[src/rtl/muldiv_pkg.sv]
// muldiv_pkg: shared op codes, FSM states and default sizing for the muldiv unit
package muldiv_pkg;
  localparam int DEF_WIDTH = 32;
  localparam int LATENCY = DEF_WIDTH + 2;
  typedef enum logic [1:0] {
    OP_MULT  = 2'b00,
    OP_MULTU = 2'b01,
    OP_DIV   = 2'b10,
    OP_DIVU  = 2'b11
  } op_e;
  typedef enum logic [1:0] {
    IDLE,
    RUN,
    FIX
  } state_e;
endpackage

[src/rtl/muldiv_if.sv]
// muldiv_if: core-side request/result bundle for the muldiv unit
interface muldiv_if import muldiv_pkg::*; #(parameter int WIDTH = DEF_WIDTH);
  logic start;
  op_e op;
  logic [WIDTH-1:0] a;
  logic [WIDTH-1:0] b;
  logic rd_req;
  logic wr_lo;
  logic wr_hi;
  logic [WIDTH-1:0] wdata;
  logic busy;
  logic done;
  logic stall;
  logic [WIDTH-1:0] lo;
  logic [WIDTH-1:0] hi;
  modport master (output start, op, a, b, rd_req, wr_lo, wr_hi, wdata, input busy, done, stall, lo, hi);
  modport slave (input start, op, a, b, rd_req, wr_lo, wr_hi, wdata, output busy, done, stall, lo, hi);
endinterface

[src/rtl/muldiv_step.sv]
// muldiv_step: one shift-add multiply or restoring divide iteration on the {ph,pl} pair
module muldiv_step #(parameter int WIDTH = 32) (
  input  logic             is_div,
  input  logic [WIDTH-1:0] ph,
  input  logic [WIDTH-1:0] pl,
  input  logic [WIDTH-1:0] m,
  output logic [WIDTH-1:0] ph_n,
  output logic [WIDTH-1:0] pl_n
);
  logic [WIDTH:0] sum;
  logic [WIDTH:0] trial;
  logic ge;
  assign sum = {1'b0, ph} + (pl[0] ? {1'b0, m} : '0);
  assign trial = {ph, pl[WIDTH-1]};
  assign ge = trial >= {1'b0, m};
  assign ph_n = is_div ? (ge ? WIDTH'(trial - {1'b0, m}) : trial[WIDTH-1:0]) : sum[WIDTH:1];
  assign pl_n = is_div ? {pl[WIDTH-2:0], ge} : {sum[0], pl[WIDTH-1:1]};
endmodule

[src/rtl/muldiv_sequencer.sv]
// muldiv_sequencer: iterative MULT/MULTU/DIV/DIVU unit with HI/LO registers and core stall
module muldiv_sequencer import muldiv_pkg::*; #(parameter int WIDTH = DEF_WIDTH) (
  input logic clk,
  input logic reset,
  muldiv_if.slave bus
);
  localparam int CW = $clog2(WIDTH + 1);
  state_e state, state_n;
  logic [CW-1:0] cnt;
  logic is_div, neg_res, neg_rem, dz, sgn, accept, last;
  logic [WIDTH-1:0] ph, pl, m, ph_n, pl_n, ua, ub, res_lo, res_hi;
  logic [2*WIDTH-1:0] prod;
  muldiv_step #(.WIDTH(WIDTH)) u_step (.is_div(is_div), .ph(ph), .pl(pl), .m(m), .ph_n(ph_n), .pl_n(pl_n));
  assign sgn = ~bus.op[0];
  assign ua = sgn && bus.a[WIDTH-1] ? -bus.a : bus.a;
  assign ub = sgn && bus.b[WIDTH-1] ? -bus.b : bus.b;
  assign accept = state == IDLE && bus.start;
  assign last = cnt == CW'(WIDTH);
  assign prod = neg_res ? -{ph, pl} : {ph, pl};
  assign res_lo = is_div ? (dz ? '1 : neg_res ? -pl : pl) : prod[WIDTH-1:0];
  assign res_hi = is_div ? (neg_rem ? -ph : ph) : prod[2*WIDTH-1:WIDTH];
  assign bus.busy = state != IDLE;
  assign bus.stall = bus.busy & (bus.start | bus.rd_req | bus.wr_lo | bus.wr_hi);
  always_ff @(posedge clk) state <= reset ? IDLE : state_n;
  always_comb begin
    state_n = state == IDLE ? (bus.start ? RUN : IDLE) : state == RUN ? (last ? FIX : RUN) : IDLE;
  end
  always_ff @(posedge clk) begin
    if (reset) begin
      cnt <= '0;
      is_div <= 1'b0;
      neg_res <= 1'b0;
      neg_rem <= 1'b0;
      dz <= 1'b0;
      ph <= '0;
      pl <= '0;
      m <= '0;
      bus.done <= 1'b0;
      bus.lo <= '0;
      bus.hi <= '0;
    end else begin
      bus.done <= state == FIX;
      if (accept) begin
        cnt <= '0;
        is_div <= bus.op[1];
        neg_res <= sgn & (bus.a[WIDTH-1] ^ bus.b[WIDTH-1]);
        neg_rem <= sgn & bus.a[WIDTH-1];
        dz <= bus.b == '0;
        ph <= '0;
        pl <= bus.op[1] ? ua : ub;
        m <= bus.op[1] ? ub : ua;
      end else if (state == RUN && !last) begin
        ph <= ph_n;
        pl <= pl_n;
        cnt <= cnt + CW'(1);
      end
      if (state == FIX) begin
        bus.lo <= res_lo;
        bus.hi <= res_hi;
      end else if (state == IDLE) begin
        if (bus.wr_lo) bus.lo <= bus.wdata;
        if (bus.wr_hi) bus.hi <= bus.wdata;
      end
    end
  end
endmodule

[src/flat_wrapper.sv]
// flat-port wrapper written by rule: the top's interface ports become plain ports
module muldiv_sequencer_flat import muldiv_pkg::*;
#(parameter int WIDTH = DEF_WIDTH)
  (clk, reset, bus_start, bus_op, bus_a, bus_b, bus_rd_req, bus_wr_lo, bus_wr_hi, bus_wdata, bus_busy, bus_done, bus_stall, bus_lo, bus_hi);
  muldiv_if #(.WIDTH(WIDTH)) bus_i ();
  input logic clk;
  input logic reset;
  input wire logic [$bits(bus_i.start)-1:0] bus_start;
  input wire logic [$bits(bus_i.op)-1:0] bus_op;
  input wire logic [$bits(bus_i.a)-1:0] bus_a;
  input wire logic [$bits(bus_i.b)-1:0] bus_b;
  input wire logic [$bits(bus_i.rd_req)-1:0] bus_rd_req;
  input wire logic [$bits(bus_i.wr_lo)-1:0] bus_wr_lo;
  input wire logic [$bits(bus_i.wr_hi)-1:0] bus_wr_hi;
  input wire logic [$bits(bus_i.wdata)-1:0] bus_wdata;
  output wire logic [$bits(bus_i.busy)-1:0] bus_busy;
  output wire logic [$bits(bus_i.done)-1:0] bus_done;
  output wire logic [$bits(bus_i.stall)-1:0] bus_stall;
  output wire logic [$bits(bus_i.lo)-1:0] bus_lo;
  output wire logic [$bits(bus_i.hi)-1:0] bus_hi;
  assign bus_i.start = bus_start;
  assign bus_i.op = bus_op;
  assign bus_i.a = bus_a;
  assign bus_i.b = bus_b;
  assign bus_i.rd_req = bus_rd_req;
  assign bus_i.wr_lo = bus_wr_lo;
  assign bus_i.wr_hi = bus_wr_hi;
  assign bus_i.wdata = bus_wdata;
  assign bus_busy = bus_i.busy;
  assign bus_done = bus_i.done;
  assign bus_stall = bus_i.stall;
  assign bus_lo = bus_i.lo;
  assign bus_hi = bus_i.hi;
  muldiv_sequencer #(.WIDTH(WIDTH)) u_core (.clk(clk), .reset(reset), .bus(bus_i));
endmodule
[config.mk]
export PLATFORM = sky130hd
export DESIGN_NAME = muldiv_sequencer_flat
export DESIGN_NICKNAME = d
export VERILOG_FILES = /design/src/rtl/muldiv_pkg.sv /design/src/rtl/muldiv_if.sv /design/src/rtl/muldiv_step.sv /design/src/rtl/muldiv_sequencer.sv /design/src/flat_wrapper.sv
export SDC_FILE = /design/constraint.sdc
export NUM_CORES = 1
export LEC_CHECK = 0
export ABC_CLOCK_PERIOD_IN_PS = 3780
export BUFFER_PORTS_ARGS = -buffer_cell sky130_fd_sc_hd__buf_2
export CAP_MARGIN = 20
export CORE_ASPECT_RATIO = 2
export CORE_UTILIZATION = 40
export CTS_CLUSTER_SIZE = 24
export DETAILED_ROUTE_END_ITERATION = 10
export SYNTH_ARGS = -nofsm -noshare
export SYNTH_HDL_FRONTEND = slang
export SYNTH_SLANG_ARGS = --single-unit
export TNS_END_PERCENT = 1
[constraint.sdc]
create_clock -name clk -period 3.78 [get_ports clk]
set_input_delay 0.189 -clock clk [delete_from_list [all_inputs] [get_ports clk]]
set_output_delay 0.189 -clock clk [all_outputs]
set_load 0.03 [all_outputs]
After elaboration in Yosys (flattened, before gate mapping). Cells that the tools add are included.

$add $sub $neg: 8. Magnitude comparators: 1. Equal/unequal tests: 3. Muxes and demuxes: 26. Bitwise gates (word level): 8. Reduce and logical (&&, ||, !) cells: 15.

Operator list (count): $mux W32 (21); $neg A32 Y32 (4); $mux W64 (1); $neg A64 Y64 (1); $add A32 B32 Y33 (1); $ge A33 B32 Y1 (1); $logic_not A32 Y1 (1); $sub A32 B32 Y32 (1); $reduce_bool A2 Y1 (5); $add A6 B1 Y6 const B (1); $eq A6 B6 Y1 const B (1); $mux W2 (3); $logic_and A1 B1 Y1 (4); $reduce_and A2 Y1 (2); $and A1 B1 Y1 (3); $or A1 B1 Y1 (3); $eq A2 B1 Y1 const B (1); $eq A2 B2 Y1 const B (1); $logic_not A2 Y1 (1); $reduce_or A2 Y1 (1); $logic_not A1 Y1 (1); $mux W1 (1); $not A1 Y1 (1); $xor A1 B1 Y1 (1).

Flip-flop bits (word level): 173. Output and inout bits: 67.

Depth between registers and ports, before layout.
Depth in word-level cells: 5. Mapped depth: 15. Depth with buffers taken out: 12.

Cells and area by module. Synthesis repeated with hierarchy kept, for this count alone.

Cell total of the unflattened synthesis: 2128. Area, all modules: 15738.8 um^2.

By module, submodules not included: muldiv_sequencer (instances 1, cells each 1466, area each 11079.4 um^2, seq. area each 3463.3 um^2); muldiv_step (instances 1, cells each 662, area each 4659.5 um^2, seq. area each 0.0 um^2).

Worst setup path before layout. No wires, ideal clock.

Path type: register to register. Start point: reg u_core.pl[0]. End point: reg u_core.ph[29]. Setup time: 0.087 ns. Data arrival time: 2.962 ns. Path slack: 0.731 ns. Cell stages (with the launch flop): 15. Buffers on the path: 2. Cell sequence: dfxtp_1 > inv_1 > clkbuf_1 > nor2_1 > ha_1 > clkbuf_1 > a2111oi_0 > o221ai_1 > a211oi_1 > nor4_1 > nor2_1 > nor3_1 > o21a_1 > o21a_1 > o31ai_1.

Word-level cells in the longest chain between the ends: 3.

Ends and longest elaborated chain: from (decl) (line muldiv_sequencer.sv:11) `logic [WIDTH-1:0] ph, pl, m, ph_n, pl_n, ua, ub, res_lo, res_hi;`; from (signal assigned) (line muldiv_sequencer.sv:50) `pl <= bus.op[1] ? ua : ub;`; from (signal assigned) (line muldiv_sequencer.sv:54) `pl <= pl_n;`; $mux W32 (line muldiv_step.sv:13) `assign sum = {1'b0, ph} + (pl[0] ? {1'b0, m} : '0);`; $add A32 B32 Y33 (line muldiv_step.sv:13); $mux W32 (line muldiv_step.sv:16) `assign ph_n = is_div ? (ge ? WIDTH'(trial - {1'b0, m}) : trial[WIDTH-1:0]) : sum[WIDTH:1];`; to (signal assigned) (line muldiv_sequencer.sv:53) `ph <= ph_n;`; to (decl) (line muldiv_sequencer.sv:11).

No other way between the ends. A chain may end at the register's enable or synchronous reset.

Final worst setup path.
Start point: reg u_core.pl[0]. End point: reg u_core.ph[24].

Same word-level chain as after synthesis.

==> tab_implementation.tex <==
\begin{tabular}{lr}
\hline
Metric & Value \\
\hline
\multicolumn{2}{l}{\textbf{Outcome}} \\
\quad Result of the run & complete, no violations \\
\multicolumn{2}{l}{\textbf{Power}} \\
\quad Pwr/cell area & 381 mW/mm2 \\
\quad Total leakage power & 6.83 nW \\
\quad Peak VDD IR & 0.000372 V \\
\multicolumn{2}{l}{\textbf{Cells and area}} \\
\quad Antenna diode count & 0 \\
\quad Post-layout nets & 2,306 \\
\quad Share of layout cells above drive strength 1 & 0.144 \\
\quad Synth-to-layout area growth & 13.7\% \\
\quad Fillers & 3,826 \\
\multicolumn{2}{l}{\textbf{Logic synthesis}} \\
\quad Synth Warn \# & 0 \\
\quad Top cells by instance count after synthesis & sky130\_fd\_sc\_hd\_\_nand2\_1 (231), sky130\_fd\_sc\_hd\_\_a21oi\_1 (221), sky130\_fd\_sc\_hd\_\_nor2\_1 (204) \\
\quad Post-synthesis cell area & 0.0147 mm2 \\
\quad Number of synthesized flops with an enable pin & 0 \\
\quad Post-Synthesis Mean Instance Area & 7.30 um2 \\
\quad Cells taking the most area after synthesis & sky130\_fd\_sc\_hd\_\_dfxtp\_1 (24\%), sky130\_fd\_sc\_hd\_\_a21oi\_1 (7.5\%), sky130\_fd\_sc\_hd\_\_xnor2\_1 (7.0\%) \\
\quad Post-synth net total & 2,194 \\
\quad Cell taking the most area after synthesis & sky130\_fd\_sc\_hd\_\_dfxtp\_1 \\
\quad Share of the yosys chip area belonging to registers & 0.235 \\
\quad Gate Count Post-Synth & 2,018 \\
\quad Ys flop type & sky130\_fd\_sc\_hd\_\_dfxtp\_1 \\
\quad Number of synthesized register bits & 173 \\
\quad Share of async-settable or async-resettable flops after synthesis & 0 \\
\quad Top cell type's share of synthesized area & 0.235 \\
\quad Number of unique standard cell types used by synthesis & 83 \\
\quad Most frequent cell after synthesis & sky130\_fd\_sc\_hd\_\_nand2\_1 \\
\multicolumn{2}{l}{\textbf{Place}} \\
\quad Worst Setup Slack post-DPL & 0.318 ns \\
\quad Buffers added on ports & 170 \\
\quad Detailed placer's ending HPWL & 48.6 mm \\
\quad Final estimated routing congestion in global placement & 1.02 \\
\multicolumn{2}{l}{\textbf{Setup path}} \\
\quad Slowest stage cell on the critical path & sky130\_fd\_sc\_hd\_\_ha\_1 \\
\quad Critical path buffers and inverters & 2 \\
\quad Register-to-Register Setup Slack & 0.26 ns \\
\quad Worst reg-to-reg path cell count & 13 \\
\quad Cell type group with the largest total delay on the critical path & compound AO/OA/AOI/OAI gates \\
\quad Required arrival time at the worst endpoint & 4.14 ns \\
\quad Arr. time, crit path & 3.89 ns \\
\quad Highest fanout seen on the critical path & 11 \\
\quad Worst Path Class, Setup & flop to flop \\
\quad Total number of cells along the worst setup path & 13 \\
\quad Largest stage delay, worst path & 0.40 ns \\
\quad Cell type with the highest occurrence count on the critical path & sky130\_fd\_sc\_hd\_\_o21ai\_1 \\
\quad Cell chain of the critical path & inv\_1 -> buf\_4 -> nor2\_1 -> ha\_1 -> o211a\_1 -> a221oi\_1 -> o21ai\_1 -> a211oi\_1 -> o21ai\_1 -> a41oi\_1 -> nor3\_1 -> nor3\_1 -> o21ai\_1 \\
\quad Kind of launch point of the worst setup path & flop \\
\quad Setup crit end kind & flop \\
\multicolumn{2}{l}{\textbf{Min path}} \\
\quad Worst Hold Depth & 3 \\
\quad Path class of the lowest-slack min-delay path & input port to flop \\
\multicolumn{2}{l}{\textbf{STA}} \\
\quad Fmax achieved & 0.284 GHz \\
\quad Unrepaired setup endpoints after global routing & false \\
\quad Period minus WS final & 3.52 ns \\
\quad Slew margin rel. & 0.272 \\
\quad Actual slew at the worst max-slew pin & 1.09 ns \\
\quad Fin worst setup slack & 0.259 ns \\
\quad Final hold vios & 0 \\
\quad Post-Route Setup TNS & 0 ns \\
\quad Final count of negative-setup-slack endpoints & 0 \\
\quad Share of the clock period used by the worst path after layout & 0.932 \\
\quad Slew Viols, Final & 0 \\
\quad Worst setup skew after layout & 0.0148 ns \\
\multicolumn{2}{l}{\textbf{CTS}} \\
\quad Number of cells upsized or downsized after cts & 0 \\
\quad Number of buffers added for setup after CTS & 0 \\
\quad Clock tree from TritonCTS & done \\
\quad Root Driver & sky130\_fd\_sc\_hd\_\_clkbuf\_16 \\
\quad Insertion delay to the later sink of the worst-skew pair & 0.48 ns \\
\quad Clock slew at reported path FFs & 0.08 ns \\
\quad Maximum clock path buffer count & 2 \\
\quad \# clock sinks & 173 \\
\quad Clock buffers created by TritonCTS & 17 \\
\quad H-tree depth reported by CTS & 4 \\
\quad Hold Buf Count CTS & 0 \\
\multicolumn{2}{l}{\textbf{Drt}} \\
\quad Pre-antenna DRT Iters & 8 \\
\quad DR iter-0 viols & 1,006 \\
\quad Antenna Nets Post-Route & 0 \\
\quad DRC Markers & 0 \\
\quad Routed length per instance & 24.1 um \\
\quad Via/cell ratio & 6.13 \\
\quad Routed vias & 15,918 \\
\quad Final WL & 62.5 mm \\
\multicolumn{2}{l}{\textbf{Global routing}} \\
\quad Global-route wire length before repair & 91.4 mm \\
\quad Number of antenna violations at the first check in global routing & 0 \\
\quad Maximum number of pins on one net before global-route repair & 76 \\
\quad Grt total ovfl & 0 \\
\quad Number of global-route vias before repair & 15,306 \\
\quad GRT Overall Usage & 0.331 \\
\multicolumn{2}{l}{\textbf{Die}} \\
\quad Cell Rows & 99 \\
\quad Starting utilization of the core area & 0.404 \\
\quad Horizontal die dimension & 138 um \\
\quad Floorplan die height & 273 um \\
\quad Ports placed on the boundary & 171 \\
\quad Area of the die & 0.0376 mm2 \\
\quad Core Footprint & 0.0364 mm2 \\
\multicolumn{2}{l}{\textbf{Job}} \\
\quad Reported max-cap violation count & 0 \\
\hline
\end{tabular}
==> report_power, final <==
group / internal [mW] / switching [mW] / total [mW]
combinational: 0.828 / 1.51 / 2.34
sequential: 1.95 / 0.146 / 2.10
clock: 0.968 / 0.972 / 1.94
total: 3.75 / 2.63 / 6.38
==> through the flow <==
| step | utilization | power, mW | cells | cell area, um2 | hold WS, ns |
|---|---|---|---|---|---|
| global route | 0.460 | 6.65 | 2597 | 16700 | 0.0366 |
| floorplan | - | 3.67 | 2018 | 14700 | 0.349 |
| detailed placement | 0.442 | 4.42 | 2565 | 16100 | 0.443 |
| finish | 0.460 | 6.38 | 2597 | 16700 | 0.00976 |
| global placement | 0.442 | 4.41 | 2565 | 16100 | 0.440 |
| CTS | 0.460 | 6.36 | 2597 | 16700 | 0.00360 |
==> state kept, by name, indices dropped and copies added (netlist names) <==
name,flops
u_core.cnt,6
u_core.bus.done,1
u_core.is_div,1
u_core.neg_res,1
u_core.pl,32
u_core.dz,1
u_core.ph,32
u_core.m,32
u_core.neg_rem,1
u_core.state,2
u_core.bus.lo,32
u_core.bus.hi,32
==> area by class of cell <==
type                            count  area (um2)  area share
Timing Repair Buffer              237        1360      0.0810
Sequential cell                   173        3470       0.207
Clock inverter                     15         213      0.0127
Clock buffer                       17         425      0.0254
Tap cell                          454         568      0.0339
Inverter                           68         255      0.0153
Multi-Input combinational cell   1633       10500       0.624
==> worst register-to-register path, stage by stage, from the launching register on <==
cell and delay (ns):
sky130_fd_sc_hd__dfxtp_1 0.33, sky130_fd_sc_hd__inv_1 0.22, sky130_fd_sc_hd__buf_4 0.25, sky130_fd_sc_hd__nor2_1 0.26, sky130_fd_sc_hd__ha_1 0.40, sky130_fd_sc_hd__o211a_1 0.29, sky130_fd_sc_hd__a221oi_1 0.26, sky130_fd_sc_hd__o21ai_1 0.15
sky130_fd_sc_hd__a211oi_1 0.38, sky130_fd_sc_hd__o21ai_1 0.18, sky130_fd_sc_hd__a41oi_1 0.29, sky130_fd_sc_hd__nor3_1 0.07, sky130_fd_sc_hd__nor3_1 0.25, sky130_fd_sc_hd__o21ai_1 0.09
==> worst paths after layout <==
check / start / endpoint
worst max-delay path: u_core.pl[0]$_SDFFE_PP0P_ / u_core.ph[24]$_SDFFE_PP0P_
worst min-delay path: bus_wdata[1] / u_core.bus.hi[1]$_SDFFE_PP0P_
worst max register to register: u_core.pl[0]$_SDFFE_PP0P_ / u_core.ph[24]$_SDFFE_PP0P_
worst min register to register: u_core.bus.lo[10]$_SDFFE_PP0P_ / u_core.bus.lo[10]$_SDFFE_PP0P_
==> placed cells by master (no fill, tap or decap), types with 14 or more instances in the layout <==
cell | synthesis | layout
sky130_fd_sc_hd__buf_4 | 1 | 68
sky130_fd_sc_hd__or4_1 | 16 | 16
sky130_fd_sc_hd__nand3_1 | 27 | 27
sky130_fd_sc_hd__dfxtp_1 | 173 | 172
sky130_fd_sc_hd__ha_1 | 70 | 70
sky130_fd_sc_hd__xnor2_1 | 117 | 117
sky130_fd_sc_hd__a31oi_1 | 29 | 29
sky130_fd_sc_hd__a21o_1 | 38 | 38
sky130_fd_sc_hd__a211oi_1 | 36 | 36
sky130_fd_sc_hd__mux2i_1 | 48 | 48
sky130_fd_sc_hd__nand4_1 | 14 | 14
sky130_fd_sc_hd__o31ai_1 | 19 | 19
sky130_fd_sc_hd__nand2_1 | 231 | 230
sky130_fd_sc_hd__nor2b_1 | 26 | 25
sky130_fd_sc_hd__o21ai_0 | 96 | 96
sky130_fd_sc_hd__o211ai_1 | 73 | 73
sky130_fd_sc_hd__o22ai_1 | 14 | 14
sky130_fd_sc_hd__a21oi_1 | 221 | 221
sky130_fd_sc_hd__xor2_1 | 54 | 54
sky130_fd_sc_hd__clkbuf_16 | 0 | 17
sky130_fd_sc_hd__nor4_1 | 16 | 16
sky130_fd_sc_hd__o221ai_1 | 28 | 28
sky130_fd_sc_hd__nor3_1 | 46 | 46
sky130_fd_sc_hd__nand2b_1 | 14 | 14
sky130_fd_sc_hd__inv_1 | 67 | 67
sky130_fd_sc_hd__nor2_1 | 204 | 203
sky130_fd_sc_hd__buf_2 | 8 | 169
sky130_fd_sc_hd__a2111oi_0 | 15 | 15
==> metal layers <==
layer	global-route usage	vias up	wire length (um)
met5	0	-	0
met4	0.318	0	6610
met3	0.0465	226	3050
met2	0.587	606	31500
met1	0.318	7536	21300
li1	-	7550	-
==> cells by family after synthesis <==
family,count (synthesis),share of synthesized area
xor gates and xnor gates,171,0.102
DFF,173,0.235
and+or+nand+nor,665,0.212
muxes,53,0.0365
adders and majority gates,72,0.0622
AOI/OAI and AO/OA,672,0.297
buffers and inverters,212,0.0560
(Power assumes the default switching activity.)
